File: src/rtl/tiny16_pkg.sv
// Shared defaults and helpers for the tiny16 register file.
package tiny16_pkg;

   localparam int WORD_W   = 16;
   localparam int NUM_REGS = 8;
   localparam int PC_IDX   = 0;
   localparam int SP_IDX   = 1;

   localparam logic [WORD_W-1:0] SP_RST = '1;

   typedef enum logic [1:0] {
      SP_HOLD = 2'd0,
      SP_DEC  = 2'd1,
      SP_INC  = 2'd2
   } sp_op_e;

   // push moves the stack down, pop moves it up, both together cancel
   function automatic sp_op_e sp_op(input logic push, input logic pop);
      sp_op_e op;
      op = SP_HOLD;
      if (push && !pop)
         op = SP_DEC;
      else if (pop && !push)
         op = SP_INC;
      return op;
   endfunction

endpackage

File: src/rtl/reg_incdec.sv
// Modular increment/decrement next-value logic shared by PC and SP.
module reg_incdec
   import tiny16_pkg::*;
#(
   parameter int WIDTH = WORD_W
) (
   input  logic [WIDTH-1:0] i_val,
   input  logic [WIDTH-1:0] i_step,
   input  logic             i_inc,
   input  logic             i_dec,
   output logic [WIDTH-1:0] o_val
);

   always_comb begin
      o_val = i_val;
      if (i_inc && !i_dec)
         o_val = i_val + i_step;
      else if (i_dec && !i_inc)
         o_val = i_val - i_step;
   end

endmodule

File: src/rtl/register_file.sv
// General-purpose register file with dedicated PC and SP update paths.
module register_file
   import tiny16_pkg::*;
#(
   parameter int WIDTH    = WORD_W,
   parameter int DEPTH    = NUM_REGS,
   parameter int PC_INDEX = PC_IDX,
   parameter int SP_INDEX = SP_IDX,
   parameter int PC_STEP  = 1,
   parameter int BYPASS   = 0
) (
   input  logic                     clk,
   input  logic                     rst,
   input  logic [$clog2(DEPTH)-1:0] src_sel,
   input  logic [$clog2(DEPTH)-1:0] dst_sel,
   input  logic                     in_en,
   input  logic [WIDTH-1:0]         in,
   input  logic                     pc_inc,
   input  logic                     sp_push,
   input  logic                     sp_pop,
   output logic [WIDTH-1:0]         src,
   output logic [WIDTH-1:0]         dst,
   output logic [WIDTH-1:0]         pc,
   output logic [WIDTH-1:0]         sp
);

   logic [WIDTH-1:0] r_gpr [DEPTH];
   logic [WIDTH-1:0] w_pc_nxt;
   logic [WIDTH-1:0] w_sp_nxt;
   sp_op_e           w_sp_op;

   assign w_sp_op = sp_op(sp_push, sp_pop);

   reg_incdec #(.WIDTH(WIDTH)) u_pc_next (
      .i_val  (r_gpr[PC_INDEX]),
      .i_step (WIDTH'(PC_STEP)),
      .i_inc  (pc_inc),
      .i_dec  (1'b0),
      .o_val  (w_pc_nxt)
   );

   reg_incdec #(.WIDTH(WIDTH)) u_sp_next (
      .i_val  (r_gpr[SP_INDEX]),
      .i_step (WIDTH'(1)),
      .i_inc  (w_sp_op == SP_INC),
      .i_dec  (w_sp_op == SP_DEC),
      .o_val  (w_sp_nxt)
   );

   // explicit write is last so it overrides the PC/SP auto-updates
   always_ff @(posedge clk or posedge rst) begin
      if (rst) begin
         for (int i = 0; i < DEPTH; i++)
            r_gpr[i] <= (i == SP_INDEX) ? '1 : '0;
      end else begin
         r_gpr[PC_INDEX] <= w_pc_nxt;
         r_gpr[SP_INDEX] <= w_sp_nxt;
         if (in_en)
            r_gpr[dst_sel] <= in;
      end
   end

   logic w_fwd_src;
   logic w_fwd_dst;

   assign w_fwd_src = (BYPASS != 0) && in_en && (src_sel == dst_sel);
   assign w_fwd_dst = (BYPASS != 0) && in_en;

   assign src = w_fwd_src ? in : r_gpr[src_sel];
   assign dst = w_fwd_dst ? in : r_gpr[dst_sel];
   assign pc  = r_gpr[PC_INDEX];
   assign sp  = r_gpr[SP_INDEX];

endmodule

File: config.mk
export PLATFORM = sky130hd
export DESIGN_NAME = register_file
export DESIGN_NICKNAME = d
export VERILOG_FILES = /design/src/rtl/tiny16_pkg.sv /design/src/rtl/reg_incdec.sv /design/src/rtl/register_file.sv
export SDC_FILE = /design/constraint.sdc
export NUM_CORES = 1
export LEC_CHECK = 0
export BUFFER_PORTS_ARGS = -buffer_cell sky130_fd_sc_hd__buf_2
export CAP_MARGIN = 10
export CORE_MARGIN = 2
export CORE_UTILIZATION = 53
export DETAILED_ROUTE_END_ITERATION = 8
export PLACE_DENSITY = 0.8
export SYNTH_ARGS = -nofsm -noshare
export SYNTH_HDL_FRONTEND = slang
export SYNTH_SLANG_ARGS = --single-unit
File: constraint.sdc
create_clock -name clk -period 3.8 [get_ports clk]
set_input_delay 0.57 -clock clk [delete_from_list [all_inputs] [get_ports clk]]
set_output_delay 0.57 -clock clk [all_outputs]
set_load 0.05 [all_outputs]
Word level (Yosys, flattened, before mapping)
Index checks and enable logic that the tools add are counted.
{"block": "totals", "out_inout_bits": 64, "input_bits": 28, "register_bits": 128}
{"block": "classes", "bitwise_logic": 2, "n_reduce_logical": 9, "n_lt_le_gt_ge": 3, "n_eq_ne": 2, "muxes": 15, "addsub": 3}
{"cell": "128-bit bitwise mux", "count": 1}
{"cell": "128-bit two-way mux", "count": 1}
{"cell": "16-bit two-way mux", "count": 8}
{"cell": "16-bit binary-select mux with 3-bit select", "count": 2}
{"cell": "16-bit demux with 3-bit select", "count": 1}
{"cell": "16-bit by 1-bit adder with 16-bit output, second input constant", "count": 2}
{"cell": "16-bit by 1-bit subtractor with 16-bit output, second input constant", "count": 1}
{"cell": "4-bit greater-or-equal comparator, second input constant", "count": 2}
{"cell": "3-bit inverter with 4-bit output", "count": 2}
{"cell": "1-bit logical AND", "count": 5}
{"cell": "1-bit zero test", "count": 4}
{"cell": "4-bit by 1-bit less-than comparator with 1-bit output, second input constant", "count": 1}
{"cell": "2-bit two-way mux", "count": 2}
{"cell": "2-bit by 1-bit == test with 1-bit output, second input constant", "count": 1}
{"cell": "2-bit == test, second input constant", "count": 1}

Depth between registers and ports, before layout
{"block": "logic_depth", "ltp_word": 11, "ltp_mapped": 8, "ltp_nobuf": 7}

Modules after synthesis
From an unflattened synthesis, not the netlist that was laid out.
{"block": "unflattened", "cells_unflattened": 1009, "area_unflattened_um2": 10759.1}
{"module": "register_file", "seq_area_each_um2": 3223.1, "instances": 1, "area_per_inst_um2": 7058.0, "cells_per_inst": 447}
{"module": "reg_incdec at u_sp_next", "seq_area_each_um2": 0.0, "instances": 1, "area_per_inst_um2": 1865.5, "cells_per_inst": 281}
{"module": "reg_incdec at u_pc_next", "seq_area_each_um2": 0.0, "instances": 1, "area_per_inst_um2": 1835.5, "cells_per_inst": 281}

Worst setup path after synthesis
OpenSTA, ideal clock, no wires.
{"block": "synth_timing", "kind": "input to output", "startpoint": "in src_sel[1]", "endpoint": "out src[7]", "cell_stages": 4, "required_ps": 3230, "slack_ps": 1136, "t_arrival_ps": 2094, "n_path_buf": 2, "path_cell_list": "clkbuf_1 clkbuf_1 mux4_2 mux2_2"}
{"block": "synth_between", "elab_chain_cells": 4}
{"item": "start, declared", "line_no": "register_file.sv:14", "source": "input logic [$clog2(DEPTH)-1:0] src_sel,"}
{"item": "3-bit inverter with 4-bit output (implied by the code)", "line_no": "register_file.sv:69", "source": "assign src = w_fwd_src ? in : r_gpr[src_sel];"}
{"item": "16-bit binary-select mux with 3-bit select", "line_no": "register_file.sv:69"}
{"item": "16-bit two-way mux (implied by the code) (2 in series)", "line_no": "register_file.sv:69"}
{"item": "end, declared", "line_no": "register_file.sv:21", "source": "output logic [WIDTH-1:0] src,"}
Every way passes these cells. The select of a mux whose other input is x is not followed.

Final worst setup path
{"block": "layout_timing", "startpoint": "in dst_sel[0]", "endpoint": "out dst[14]"}
{"block": "layout_between", "elab_chain_cells": 4}
{"item": "start, declared", "line_no": "register_file.sv:15", "source": "input logic [$clog2(DEPTH)-1:0] dst_sel,"}
{"item": "3-bit inverter with 4-bit output (implied by the code)", "line_no": "register_file.sv:70", "source": "assign dst = w_fwd_dst ? in : r_gpr[dst_sel];"}
{"item": "16-bit binary-select mux with 3-bit select", "line_no": "register_file.sv:70"}
{"item": "16-bit two-way mux (implied by the code) (2 in series)", "line_no": "register_file.sv:70"}
{"item": "end, declared", "line_no": "register_file.sv:22", "source": "output logic [WIDTH-1:0] dst,"}
Every way passes these cells. The select of a mux whose other input is x is not followed.

==> flow_summary.json <==
{
  "wl_per_cell_um": 23.94,
  "final_cell_mix": "128 x mux2_2, 112 x dfrtp_1, 91 x buf_2",
  "cts_setup_buffers": 0,
  "synthAdderAreaFrac_pct": 0.4840,
  "synth_top_family_by_area": "multiplexers",
  "yosysWarnings": 0,
  "crit_end": "dst[14]",
  "io_buffers": 91,
  "drtIter0Drc": 505,
  "grt_pass1_wl_um": 31970,
  "initial_core_util_pct": 53.76,
  "outcome": "finished, final reports clean",
  "crit_start": "dst_sel[0]",
  "ys_seq_area_share_pct": 41.56,
  "rr_startpoint": "sp[0]$_DFF_PP1_",
  "r2r_cells": 6,
  "nNetsFinal": 673,
  "synthSimpleGateAreaFrac_pct": 7.567,
  "antenna_found_initial": 1,
  "fillers": 1100,
  "synth_edf_count": 0,
  "synth-seq-cells": 128,
  "place_hpwl_um": 13310,
  "finalMaxSlewViolations": 0,
  "grt_max_degree": 52,
  "synthDistinctLibCells": 48,
  "end_kind": "output port",
  "synthMuxAreaShare_pct": 37.66,
  "synth_compound_area_share_pct": 3.614,
  "finalNonFillerCells": 840,
  "die-area_um2": 15620,
  "cts_resized": 0,
  "hold_viol_final": 0,
  "grt_setup_unrepaired": "false",
  "root_buffer": "clkbuf_16",
  "vias": 5432,
  "synth-xor-area-share_pct": 3.162,
  "first_global_vias": 5723,
  "cts_buffer_depth": 2,
  "finalCoreUtilization_pct": 60.69,
  "synthTopCellsByArea": "dfrtp_1 36%, mux2_2 19%, mux4_2 18%",
  "yosysTopAreaCellShare_pct": 36.14,
  "syn2layout_area_growth_pct": 12.88,
  "multi_input_area_um2": 4075,
  "ff2ff_setup_slack_ns": 1.44,
  "drive_gt1_share_pct": 53.74,
  "start_kind": "input port",
  "die_h_um": 125.0,
  "hold_path_class": "input port to async pin",
  "synthFlopType": "dfrtp_1",
  "critPathRequiredTime_ns": 3.23,
  "async_reset_ff_share_pct": 100.0,
  "io_pins": 92,
  "clkSlewWorstSetupHoldPaths_ns": 0.05,
  "clock_latency_ns": 0.41,
  "finalCritPeriodShare_pct": 84.00,
  "vias_per_cell": 6.467,
  "powerDensity_nw_per_um2": 690.0,
  "dp_slack_ns": 0.6357,
  "p_leak_nw": 3.587,
  "routabilityCongestion": 0.8326,
  "syn_area_per_cell_um2": 13.21,
  "setup_viol": 0,
  "synth_nets": 618,
  "grt_util_all_layers_pct": 26.24,
  "path_max_fanout": 39,
  "detail-route-antenna-nets": 0,
  "drv_cap": 0,
  "relSlewSlack_pct": 23.53,
  "peakVddDrop_uv": 347.2,
  "finalCriticalPeriod_ns": 3.192,
  "setup_tns_ns": 0,
  "cts-hold-fix-buffers": 0,
  "p_total_mw": 6.040,
  "wirelength_um": 20110,
  "place_inst": 806,
  "place_area_um2": 8160,
  "worst_ep_arrival_time_ns": 2.62,
  "cts_buffers": 17,
  "clock_sinks": 128,
  "netlist.top_cell.by_area": "dfrtp_1",
  "crit_type": "input port to output port",
  "final_common_cell": "mux2_2",
  "netlist_area_um2": 7755,
  "cts_tree": "yes",
  "htreeDepth": 4,
  "fin_skew_ns": 0.01117,
  "fp.dieW_um": 125.0,
  "drc_errors": 0,
  "worst_pin_slew_ns": 1.147,
  "rows": 44,
  "max_freq_mhz": 313.3,
  "netlist_instances": 587,
  "grt_overflow": 0,
  "fin_ws_ns": 0.6078,
  "r2r_end": "sp[14]$_DFF_PP1_",
  "drt_first_pass_iters": 5,
  "design.core.area_um2": 14420,
  "regArea_um2": 3223,
  "stdcell_area_um2": 8753,
  "hold-worst-slack_ns": 0.09059
}
-- critical path, stage by stage --
cell	delay, ns
buf_2	0.84
mux4_2	0.65
mux2_2	0.32
buf_2	0.22
-- synth_stat cells, types with 2 or more instances --
master and instances:
mux4_2 62, clkbuf_1 12, a21oi_1 5, nand3_1 6, dfrtp_1 112, buf_1 4
mux2_2 128, or2_2 3, xor2_1 20, buf_2 19, and2_1 2, buf_4 34
o22ai_1 3, mux2i_1 3, nand2_1 36, xnor2_1 8, nand4b_1 6, a31oi_1 3
nor3_1 7, and3_1 3, dfstp_2 16, nand2b_1 3, nor4_1 2, and4_1 2
nor2_1 19, o221ai_1 2, nand4_1 6, ha_1 3, buf_6 2, or3_1 2
inv_1 4, mux4_1 2, o21ai_0 32, nor3b_2 2
-- final cells by class --
type / count / area share, %
multi-input combinational: 383 / 46.56
sequential: 128 / 36.82
antenna: 1 / 0.02859
clock inverter: 7 / 0.9720
tap: 184 / 2.630
inverter: 4 / 0.2144
timing repair buffer: 108 / 7.233
clock buffer: 25 / 5.546
-- how the worst min path moves through the flow --
stage	slack [ns]	to	from	depth (start not counted)
2_1_floorplan	0.49	register	register	1
3_3_place_gp	0.50	register	register	1
3_5_place_dp	0.51	register	register	1
4_1_cts	0.44	sp[0]$_DFF_PP1_	in[0]	3
5_1_grt	0.10	async pin	rst	2
6_report	0.09	async pin	rst	2
-- metal layers --
metal	global-route usage, %	routed length [um]	vias up	part of all wire [%]
met5	0	0	-	0
met1	35.42	8366	2864	42
met2	43.16	10170	244	51
met3	4.792	1175	31	5.8
li1	-	-	2293	-
met4	9.412	397	0	2.0
-- kinds of logic after synthesis --
logic type                 Yosys count
DFF                                128
AOI/OAI and AO/OA                   50
and+or+nand+nor                    107
xor gates and xnor gates            28
muxes                              195
adders and majority gates            3
buffers and inverters               76
-- power by group --
group | total [mW] | switching (mW) | internal [mW]
registers | 2.25 | 0.489 | 1.76
clock network | 1.56 | 0.549 | 1.01
logic | 2.23 | 1.34 | 0.888
total | 6.04 | 2.38 | 3.66
Note: power is estimated with default switching activity, not from simulation.
